$ cat src/rtl/psum_accum_ctrl.sv
// Pass sequencer and wrap-around accumulator wrapped around a pipelined adder tree.
// Optional build macro PSUM_RELU_EN clamps negative results to zero at the output register.
module psum_accum_ctrl #(
  parameter  int PAR        = 9,
  parameter  int ACC_W      = 48,
  parameter  int MAX_PASSES = 64,
  localparam int CNT_W      = $clog2(MAX_PASSES + 1)
) (
  input  logic                 clk,
  input  logic                 rst_n,
  input  logic                 start,
  input  logic [CNT_W-1:0]     num_passes,
  output logic                 busy,
  output logic                 done,
  input  logic                 in_valid,
  output logic                 in_ready,
  input  logic [PAR*ACC_W-1:0] in_vec,
  output logic                 tree_valid_in,
  output logic [PAR*ACC_W-1:0] tree_in_vec,
  input  logic                 tree_valid_out,
  input  logic [ACC_W-1:0]     tree_sum,
  output logic                 out_valid,
  input  logic                 out_ready,
  output logic [ACC_W-1:0]     out_data,
  output logic                 err_unexpected
);

  typedef enum logic [1:0] {
    IDLE  = 2'd0,
    FEED  = 2'd1,
    DRAIN = 2'd2,
    OUT   = 2'd3
  } state_t;

  state_t               state_r;
  logic [CNT_W-1:0]     n_r;
  logic [CNT_W-1:0]     issued_r;
  logic [CNT_W-1:0]     rcvd_r;
  logic [ACC_W-1:0]     acc_r;
  logic                 zjob_r;
  logic                 busy_r;
  logic                 done_r;
  logic                 in_ready_r;
  logic                 tree_valid_in_r;
  logic [PAR*ACC_W-1:0] tree_in_vec_r;
  logic                 out_valid_r;
  logic [ACC_W-1:0]     out_data_r;
  logic                 err_r;

  logic                 accept_s;
  logic                 ret_ok_s;
  logic [ACC_W-1:0]     acc_next_s;
  logic [CNT_W-1:0]     rcvd_next_s;

  function automatic logic [ACC_W-1:0] out_fmt(input logic [ACC_W-1:0] v);
`ifdef PSUM_RELU_EN
    out_fmt = v[ACC_W-1] ? {ACC_W{1'b0}} : v;
`else
    out_fmt = v;
`endif
  endfunction

  // Issue handshake and return-path bookkeeping; a return only counts while a sum is still owed.
  always_comb begin
    accept_s    = in_valid && in_ready_r;
    ret_ok_s    = 1'b0;
    acc_next_s  = acc_r;
    rcvd_next_s = rcvd_r;
    if (tree_valid_out && (state_r == FEED || state_r == DRAIN) && (rcvd_r < n_r)) begin
      ret_ok_s    = 1'b1;
      acc_next_s  = acc_r + tree_sum;
      rcvd_next_s = rcvd_r + CNT_W'(1);
    end else begin
      ret_ok_s    = 1'b0;
    end
  end

  // Job FSM, counters, accumulator and all registered outputs.
  always_ff @(posedge clk or negedge rst_n) begin
    if (!rst_n) begin
      state_r         <= IDLE;
      n_r             <= {CNT_W{1'b0}};
      issued_r        <= {CNT_W{1'b0}};
      rcvd_r          <= {CNT_W{1'b0}};
      acc_r           <= {ACC_W{1'b0}};
      zjob_r          <= 1'b0;
      busy_r          <= 1'b0;
      done_r          <= 1'b0;
      in_ready_r      <= 1'b0;
      tree_valid_in_r <= 1'b0;
      tree_in_vec_r   <= {(PAR*ACC_W){1'b0}};
      out_valid_r     <= 1'b0;
      out_data_r      <= {ACC_W{1'b0}};
      err_r           <= 1'b0;
    end else begin
      done_r          <= 1'b0;
      tree_valid_in_r <= accept_s;
      if (accept_s) begin
        tree_in_vec_r <= in_vec;
      end
      if (tree_valid_out && !ret_ok_s) begin
        err_r <= 1'b1;
      end
      acc_r  <= acc_next_s;
      rcvd_r <= rcvd_next_s;
      case (state_r)
        IDLE: begin
          if (zjob_r) begin
            // Zero-pass job: one busy cycle, then done without touching the datapath.
            zjob_r <= 1'b0;
            busy_r <= 1'b0;
            done_r <= 1'b1;
          end else if (start && !done_r) begin
            busy_r <= 1'b1;
            if (num_passes == {CNT_W{1'b0}}) begin
              zjob_r <= 1'b1;
            end else begin
              n_r        <= num_passes;
              issued_r   <= {CNT_W{1'b0}};
              rcvd_r     <= {CNT_W{1'b0}};
              acc_r      <= {ACC_W{1'b0}};
              in_ready_r <= 1'b1;
              state_r    <= FEED;
            end
          end
        end
        FEED: begin
          if (accept_s) begin
            issued_r <= issued_r + CNT_W'(1);
            if (issued_r == n_r - CNT_W'(1)) begin
              in_ready_r <= 1'b0;
              state_r    <= DRAIN;
            end
          end
        end
        DRAIN: begin
          if (rcvd_next_s == n_r) begin
            out_valid_r <= 1'b1;
            out_data_r  <= out_fmt(acc_next_s);
            state_r     <= OUT;
          end
        end
        OUT: begin
          if (out_ready) begin
            out_valid_r <= 1'b0;
            done_r      <= 1'b1;
            busy_r      <= 1'b0;
            state_r     <= IDLE;
          end
        end
        default: begin
          state_r <= IDLE;
        end
      endcase
    end
  end

  assign busy           = busy_r;
  assign done           = done_r;
  assign in_ready       = in_ready_r;
  assign tree_valid_in  = tree_valid_in_r;
  assign tree_in_vec    = tree_in_vec_r;
  assign out_valid      = out_valid_r;
  assign out_data       = out_data_r;
  assign err_unexpected = err_r;

endmodule

$ cat config.mk
export PLATFORM = sky130hd
export DESIGN_NAME = psum_accum_ctrl
export DESIGN_NICKNAME = d
export VERILOG_FILES = /design/src/rtl/psum_accum_ctrl.sv
export SDC_FILE = /design/constraint.sdc
export NUM_CORES = 1
export LEC_CHECK = 0
export CAP_MARGIN = 20
export CELL_PAD_IN_SITES_DETAIL_PLACEMENT = 1
export CELL_PAD_IN_SITES_GLOBAL_PLACEMENT = 1
export CORE_AREA = 2 2 386 388
export DETAILED_ROUTE_END_ITERATION = 8
export DIE_AREA = 0 0 388 390
export GPL_TIMING_DRIVEN = 0
export PLACE_DENSITY = 0.57
export SLEW_MARGIN = 10
export SYNTH_ARGS = -nofsm -noshare
export SYNTH_HDL_FRONTEND = slang
export SYNTH_SLANG_ARGS = --single-unit
$ cat constraint.sdc
create_clock -name clk -period 6.2 [get_ports clk]
set_input_delay 0.93 -clock clk [delete_from_list [all_inputs] [get_ports clk]]
set_output_delay 0.93 -clock clk [all_outputs]
set_load 0.02 [all_outputs]
# Word level (Yosys, flattened, before mapping)
# Cells that the tools add are included.
# W data, S select, Z words.
[totals]
reg_bits = 558
latchBits = 0
mem_bits_rw = 0
rom_bits = 0
inputBits = 493
out_inout_bits = 486
word_cells = 96
mem_count = 0
[classes]
addsub = 4
multipliers = 0
div_mod_pow = 0
n_lt_le_gt_ge = 1
eq_ne = 13
shifts = 0
muxes = 42
bitwise = 2
n_reduce_logical = 20
[ops]
columns = ["cell", "count"]
rows = [
  ["$mux W48", 5],
  ["$mux W7", 9],
  ["$add A48 B48 Y48", 1],
  ["$mux W1", 15],
  ["$add A7 B1 Y7 const B", 2],
  ["$eq A7 B7 Y1", 2],
  ["$mux W2", 7],
  ["$pmux W7 S2", 1],
  ["$ne A2 B2 Y1 const B", 5],
  ["$pmux W1 S2", 4],
  ["$pmux W2 S4", 1],
  ["$logic_not A7 Y1", 1],
  ["$lt A7 B7 Y1", 1],
  ["$reduce_and A7 Y1", 1],
  ["$sub A7 B1 Y7 const B", 1],
  ["$reduce_and A3 Y1", 2],
  ["$reduce_and A6 Y1", 1],
  ["$reduce_bool A2 Y1", 3],
  ["$logic_and A1 B1 Y1", 5],
  ["$reduce_and A5 Y1", 1],
  ["$eq A2 B2 Y1 const B", 2],
  ["$ne A2 B1 Y1 const B", 2],
  ["$reduce_and A4 Y1", 1],
  ["$ne A3 B3 Y1 const B", 1],
  ["6 further kinds", 8],
]

# Depth between registers and ports, before layout
# Gate-level depths: netlist (run 1).
[depth]
ltp_word = 9
ltp_mapped = 13
ltp_nobuf = 13

# Least setup slack after synthesis (run 1)
# Ideal clock, no wire load.
[synth_path]
kind = "input port to flip-flop"
startpoint = "input port tree_sum[0]"
endpoint = "register out_data_r[44] (netlist: out_data[44])"
setup_time_ns = 0.095
arrival_ns = 3.555
required_time_ns = 6.105
setup_slack_ns = 2.550
stages = 13
n_path_buf = 0
path_cell_list = "ha_1 > inv_1 > fa_1 > nand2b_1 > a2111oi_2 > a211oi_1 > o31ai_4 > nand3_2 > a2111oi_2 > o2111ai_1 > a31o_1 > mux2i_1 > o31ai_1"
[synth_between]
elab_chain_cells = 2
[synth_lines]
columns = ["item", "line", "rtl"]
rows = [
  ["start, declared", "21", "input logic [ACC_W-1:0] tree_sum,"],
  ["$add A48 B48 Y48", "71", "acc_next_s = acc_r + tree_sum;"],
  ["$mux W48", "69", "if (tree_valid_out && (state_r == FEED || state_r == DRAIN) && (rcvd_r < n_r)) begin"],
  ["end signal, assigned", "93", "out_data_r <= {ACC_W{1'b0}};"],
  ["end signal, assigned", "139", "out_data_r <= out_fmt(acc_next_s);"],
  ["end, declared", "47", "logic [ACC_W-1:0] out_data_r;"],
]
# No other way between the ends.
# A chain may end at the register's enable or synchronous reset.

# Worst setup path in the final report (run 1)
# Ends and elaborated chain as after synthesis.

==> metrics.txt, run 1 <==
Worst EP required between 6000 and 7000 ps; Arr. time, crit path 4880 ps; most frequent cell after synthesis nand2_1; # hold bufs at CTS 0; combinational group share of total power 23.1%; Peak Freq 232 MHz; peak supply drop roughly 0.16 mV; vias in the first global route 25.0k; die area 0.151 sq mm; Tightest Pin Transition 943 ps; sw power roughly 3.5 mW; Gate Count Post-Synth about 2.8k; Simple-Gate Fraction of Synth Area about a quarter; DRT Pass-1 Iters 5; worst reg-to-reg path cell count 13; Worst R2R End out_data[38]$_DFFE_PN0P_; Initial DRC Count ~1.0k; RSZ-0062 raised after global routing no; post-synth cell types 70; Detailed Place HPWL 112 mm; Slew Limit Headroom between 30 and 40%; Nets 4409; main flop type after synthesis dfrtp_1; Residual DRC 0; final wirelength 137 mm; CTS Buffer Depth 3; Post-Synth XOR/XNOR Area between 2 and 2.5%; CORE AREA 0.147 sq mm; endpoints failing setup 0; H-tree depth 3; DRT antenna net count 0; CP Capture Type flop; MaxCap Viol Count 0; Reg power frac 35.1%; commonest cells in the netlist 1418 x nand2_1, 558 x dfrtp_1, 124 x clkbuf_1, 107 x nor2_1, 86 x a21oi_1; mux cell area share after synthesis 0.958%; worst-path fanout max 3; total congestion overflow 0; post-CTS setup buffer count 0; largest net degree at the start of global routing 98; YS warnings 0; clk sinks about 560; Area Overhead vs Synth 61.8%; Rows about 140; post-layout util 26.8%; Num CTS Buffers between 70 and 80; Synth Area per Inst 8.74 sq um; CTS root buffer clkbuf_16; Worst Path Class, Setup in2reg; Synth Area in Adders between 3 and 4%; Tmin final 4310 ps; Mapped Nets 3346; r2r setup slk 2330 ps; ys async rst share 100%; Total GRT Usage 17.7%; Clk pwr share 41.9%; worst r2r src n_r[4]$_DFFE_PN0P_; GP Congestion 0.892; via/cell ratio 4.03; buffers added on ports 978; clk_lat worst skew 690 ps; antenna violations before repair 31; Die Y 390 microns; pins over their slew limit 0; period utilization 69.5%; Seq cells post-synth 558; switch share 31.2%; share of layout cells above drive strength 1 4.37%; top cells by area, synth dfrtp_1 57%, nand2_1 22%, ha_1 3.1%, clkbuf_1 1.9%, a21oi_1 1.8%; largest family of logic cells by synthesized area simple AND/OR/NAND/NOR gates; Synth Area in Compound Gates 7.59%; setup TNS 0 ps; status complete, no violations; Leakage Power 18.7 nW; Clk pin slew, worst setup/hold paths 60 ps; cell internal pwr 7.77 mW; I/O Pins 979; sequential area share after synthesis 57.2%; crit path launch type input port; largest area contributor in the netlist dfrtp_1; EDFF count, synth 0; clock skew approximately 60 ps; CTS resizes 0; Layout fillers 17.2k; top-area cell type share of the netlist area 57.2%; die width between 300 and 400 microns; CTS tree yes; synthesized cell area 0.0244 sq mm; Initial Util about 17%; Tightest Hold Check Type in2async; PwrDens 286 mW/mm^2; Final Hold Viols 0; drt wl/cell 23.4 microns; via count 23.6k; first-pass GRT wire length 191 mm
## cells by family after synthesis
| group | count (synthesis) |
|---|---|
| buffers and inverters | 177 |
| muxes | 23 |
| xor gates and xnor gates | 62 |
| AOI/OAI and AO/OA | 288 |
| and+or+nand+nor | 1623 |
| adders and majority gates | 61 |
| DFF | 558 |
## power groups by stage
stage                     Combinational (mW)  Clock (mW)  Sequential [mW]
after global placement                  2.57           0             4.03
after detailed placement                2.62           0             4.02
after global routing                    2.92        5.01             3.99
final                                   2.61        4.73             3.96
after CTS                               2.64        4.88             3.96
after floorplan                         1.69           0             3.98
## worst max-delay path, stage by stage
cell,delay (ps)
clkdlybuf4s50_1,550
ha_1,210
inv_1,60
fa_1,400
nand2b_1,220
a2111oi_2,370
a211oi_1,200
o31ai_4,340
nand3_2,170
a2111oi_2,590
o2111ai_1,180
a31o_1,270
mux2i_1,150
o31ai_1,250
## worst max path at each step
stage                     start                            to  slack [ps]  cells after the start
global placement          rst_n  tree_in_vec[311]$_DFFE_PN0P_      -24760                      1
finish              tree_sum[0]      out_data[44]$_DFFE_PN0P_        1890                     14
CTS                 tree_sum[0]      out_data[44]$_DFFE_PN0P_        1910                     14
global route        tree_sum[0]      out_data[44]$_DFFE_PN0P_        1660                     14
detailed placement  tree_sum[0]      out_data[44]$_DFFE_PN0P_        1170                     14
floorplan           tree_sum[0]      out_data[44]$_DFFE_PN0P_        2550                     13
## cell type report
cell class	instances	area (sq um)	area share, %
diodes	4	10.0	0.0253
flip-flops and latches	558	14000	35.4
inverters	25	93.8	0.238
well taps	1930	2410	6.11
multi-input cells	2057	9770	24.7
clock buffers	106	2160	5.48
plain buffers	152	592	1.50
clock inverters	30	503	1.27
repair buffers	985	9990	25.3
## layout by cell type, fill, tap and decap left out, drive strengths merged, types with 8 or more instances in the layout
| cell type | instances |
|---|---|
| ha | 60 |
| xnor2 | 34 |
| o31ai | 8 |
| nor2 | 107 |
| nor3 | 17 |
| nand2b | 15 |
| nand3 | 14 |
| bufinv | 8 |
| clkdlybuf4s50 | 977 |
| inv | 28 |
| o21ai | 93 |
| xor2 | 25 |
| dfrtp | 558 |
| clkbuf | 230 |
| nand4 | 19 |
| a21oi | 89 |
| a21o | 36 |
| nand2 | 1418 |
| clkinv | 19 |
| o211ai | 9 |
| buf | 36 |
| mux2i | 20 |
## stage by stage
stage | setup WS [ps] | instances | power [mW] | instance area (sq um) | hold WS (ps)
CTS | 1910 | 5843 | 11.5 | 39500 | 81.9
floorplan | 2550 | 2792 | 5.68 | 24400 | 496
finish | 1890 | 5847 | 11.3 | 39500 | 153
global placement | -24760 | 5700 | 6.59 | 36600 | 446
global route | 1660 | 5843 | 11.9 | 39500 | 120
detailed placement | 1170 | 5707 | 6.64 | 36800 | 461
## layer usage
| layer | part of all wire, % | GRT usage (%) |
|---|---|---|
| met3 | 7.3 | 5.84 |
| met5 | 0.23 | 0 |
| met1 | 42 | 21.5 |
| met2 | 49 | 30.1 |
| met4 | 1.8 | 4.07 |
## sequential cells by signal (all words and copies together) (netlist names)
register / flops
out_data: 48
zjob_r: 1
tree_in_vec: 432
rcvd_r: 7
n_r: 7
tree_valid_in: 1
in_ready: 1
err_unexpected: 1
out_valid: 1
busy: 1
issued_r: 7
done: 1
state_r: 2
acc_r: 48
(Power assumes the default switching activity.)
==> run 2, diff against run 1 <==
--- a/config.mk
+++ b/config.mk
@@ -8,11 +8,11 @@
 export CAP_MARGIN = 20
 export CELL_PAD_IN_SITES_DETAIL_PLACEMENT = 1
 export CELL_PAD_IN_SITES_GLOBAL_PLACEMENT = 1
-export CORE_AREA = 2 2 386 388
+export CORE_AREA = 2 2 378 380
 export DETAILED_ROUTE_END_ITERATION = 8
-export DIE_AREA = 0 0 388 390
+export DIE_AREA = 0 0 380 382
 export GPL_TIMING_DRIVEN = 0
-export PLACE_DENSITY = 0.57
+export PLACE_DENSITY = 0.6
 export SLEW_MARGIN = 10
 export SYNTH_ARGS = -nofsm -noshare
 export SYNTH_HDL_FRONTEND = slang
==> constraint.sdc (replaced) <==
create_clock -name clk -period 3.7 [get_ports clk]
set_input_delay 0.555 -clock clk [delete_from_list [all_inputs] [get_ports clk]]
set_output_delay 0.555 -clock clk [all_outputs]
set_load 0.02 [all_outputs]
==> run 2 against run 1 <==
Critical path depth did not move. First-iteration DRC count fell by 2.6%. Global-route usage rose by 0.85 points. Worst hold slack improved by 180 ps. Count of clock-buffer cells in the layout rose by 7. Via count rose by 0.77%. Clock power rose by 58%. Critical endpoint is now out_data[38]$_DFFE_PN0P_.
==> metrics.txt, run 2 (synthesis gave the netlist of run 1 again) <==
antenna violations before repair 48 (+55%); Detailed Place HPWL 112 mm (-0.23%); Worst Path Class, Setup in2reg; peak supply drop 0.281 mV (+73%); buffers added on ports 978 (unchanged); worst reg-to-reg path cell count 14 (+1); CP startpoint tree_sum[0]; first-pass GRT wire length 193 mm (+0.97%); worst r2r src n_r[4]$_DFFE_PN0P_; die area 0.145 sq mm (-4.1%); clock skew 37.2 ps (-22.5 ps); r2r setup slk 280 ps (-2050 ps); via/cell ratio 4.08 (+1.2%); Slew Limit Headroom 37.5% (+0.37 points); MaxCap Viol Count 0 (unchanged); via count 23.7k (+0.77%); most common cell after layout, fill and taps aside nand2_1; Tmin final 3540 ps; CTS tree yes; area of the multi-input gates 0.00985 sq mm (+0.91%); final wirelength 137 mm (+0.20%); Peak Freq 282 MHz; Num CTS Buffers 75 (-1.3%); combinational group share of total power 24.1% (+1.0 points); clk sinks 558 (unchanged); CP Capture Type flop; CTS Buffer Depth 3 (unchanged); status complete, no violations; Initial DRC Count 1017 (-2.6%); PwrDens 471 mW/mm^2 (+65%); pins over their slew limit 0 (unchanged); period utilization between 90% and 100%; Clk pin slew, worst setup/hold paths 60 ps (about the same); DRT antenna net count 0 (unchanged); Worst EP required 4220 ps (-2550 ps); Residual DRC 0 (unchanged); Leakage Power 18.6 nW (-0.30%); vias in the first global route 25.4k (+1.3%); die width 380 microns (-2.1%); Die Y 382 microns (-2.1%); Reg power frac 35.7% (+0.6 points); CTS root buffer clkbuf_16; final instance area 0.0394 sq mm (-0.13%); endpoints failing setup 0 (unchanged); post-layout util 28.0% (+1.2 points); CORE AREA 0.141 sq mm (-4.2%); Tightest Pin Transition 937 ps (-5.57 ps); largest net degree at the start of global routing 96 (-2.0%); I/O Pins 979 (unchanged); Area Overhead vs Synth 61.6%; Placement Setup Slack -899 ps (-2070 ps); Placement Cell Area 0.0368 sq mm (about the same); cell internal pwr 12.6 mW (+62%); share of layout cells above drive strength 1 4.61% (+0.24 points); total congestion overflow 0 (unchanged); Worst Setup Slack, final 155 ps (-1730 ps); clk_lat worst skew 680 ps (about the same); RSZ-0062 raised after global routing yes; Nets 4416 (+0.16%); GP Congestion 0.892 (about the same); Clk pwr share 40.2% (-1.7 points); Rows 138 (-2.1%); switch share 32.2% (+0.97 points); most frequent cells in the layout 1418 x nand2_1, 977 x clkdlybuf4s50_1, 558 x dfrtp_1; Sequential Area 0.0140 sq mm (unchanged); Tightest Hold Check Type in2async; H-tree depth 3 (unchanged); Layout fillers 16.6k (-3.3%); Initial Util 17.3% (+0.73 points); worst-path fanout max 6 (+3); Final Hold Viols 0 (unchanged); drt wl/cell 23.6 microns (+0.63%); Total GRT Usage 18.5% (+0.85 points); sw power 5.98 mW (+70%); Largest register FFs 432 (unchanged); Worst R2R End out_data[1]$_DFFE_PN0P_; DRT Pass-1 Iters 5 (unchanged); Arr. time, crit path 4070 ps (-810 ps); crit path launch type input port
-- run 2: cell types whose count changed in the layout (fill, tap and decap cells not counted), sizes merged --
cell and change:
clkbuf +8, buf +6, clkinvlp +5, bufinv -6, diode +6, clkinv -5
dlygate4sd3 +1
-- run 2: power groups by stage --
| stage | clock network, mW | logic [mW] | registers (mW) |
|---|---|---|---|
| after floorplan | 0 | 2.84 | 6.67 |
| after global placement | 0 | 4.28 | 6.75 |
| after detailed placement | 0 | 4.37 | 6.74 |
| after CTS | 7.73 | 4.45 | 6.63 |
| after global routing | 7.95 | 5.01 | 6.68 |
| final | 7.47 | 4.47 | 6.64 |
-- run 2: repair_timing --
action / 4_1_cts / 5_1_grt
hold buffers: 1 / 0
pin swaps: 3 / 6
endpoints found under the setup margin: 51 / 46
setup buffers: 3 / 3
gates resized for setup: 5 / 12
hold endpoints to repair: 36 / 0
-- run 2: metrics by stage --
| stage | total power [mW] | instances | setup TNS (ps) | hold slack (ps) |
|---|---|---|---|---|
| 3_5_place_dp | 11.1 | 5668 | -19550 | 456 |
| 4_1_cts | 18.8 | 5809 | 0 | 275 |
| 5_1_grt | 19.6 | 5819 | -25.7 | 314 |
| 6_report | 18.6 | 5822 | 0 | 337 |
| 3_3_place_gp | 11.0 | 5660 | - | 457 |
| 2_1_floorplan | 9.51 | 2792 | 0 | 259 |
-- run 2: critical path, cell delays in order --
cell and delay (ps):
clkdlybuf4s50_1 550, ha_2 220, inv_1 60, fa_1 390, nand2b_2 250, a21oi_2 220
a41oi_1 190, o21ai_1 220, a21oi_2 150, o31ai_4 300, a21oi_4 170, o31ai_4 340
mux2i_2 310, o211ai_1 120
-- run 2: how the worst max path moves through the flow --
stage | cells after the start | to | slack (ps)
final | 14 | out_data[38]$_DFFE_PN0P_ | 160
after CTS | 14 | out_data[38]$_DFFE_PN0P_ | 2
after global placement | 1 | out_data[25]$_DFFE_PN0P_ | -26430
after floorplan | 13 | out_data[44]$_DFFE_PN0P_ | 420
after global routing | 15 | out_data[44]$_DFFE_PN0P_ | -20
after detailed placement | 14 | out_data[44]$_DFFE_PN0P_ | -900
-- run 2: final cells by class --
cell class	count	area share (%)
flip-flops and latches	558	35.4
repair buffers	993	25.5
multi-input cells	2057	25.0
well taps	1890	6.00
clock buffers	113	5.48
plain buffers	152	1.52
clock inverters	24	0.796
inverters	25	0.238
diodes	10	0.0634
-- run 2: per-layer routing --
layer	vias up	track usage, %	routed length (microns)
met5	-	0	455
met1	11800	21.9	55400
met4	68	6.17	4160
li1	11000	-	-
met3	230	7.28	11700
met2	621	30.6	65500
==> run 3, diff against run 2 <==
--- a/config.mk
+++ b/config.mk
@@ -5,7 +5,7 @@
 export SDC_FILE = /design/constraint.sdc
 export NUM_CORES = 1
 export LEC_CHECK = 0
-export CAP_MARGIN = 20
+export CAP_MARGIN = 30
 export CELL_PAD_IN_SITES_DETAIL_PLACEMENT = 1
 export CELL_PAD_IN_SITES_GLOBAL_PLACEMENT = 1
 export CORE_AREA = 2 2 378 380
==> results of run 3 <==
Same layout as run 2: the final DEF is identical, and so are final timing and power.
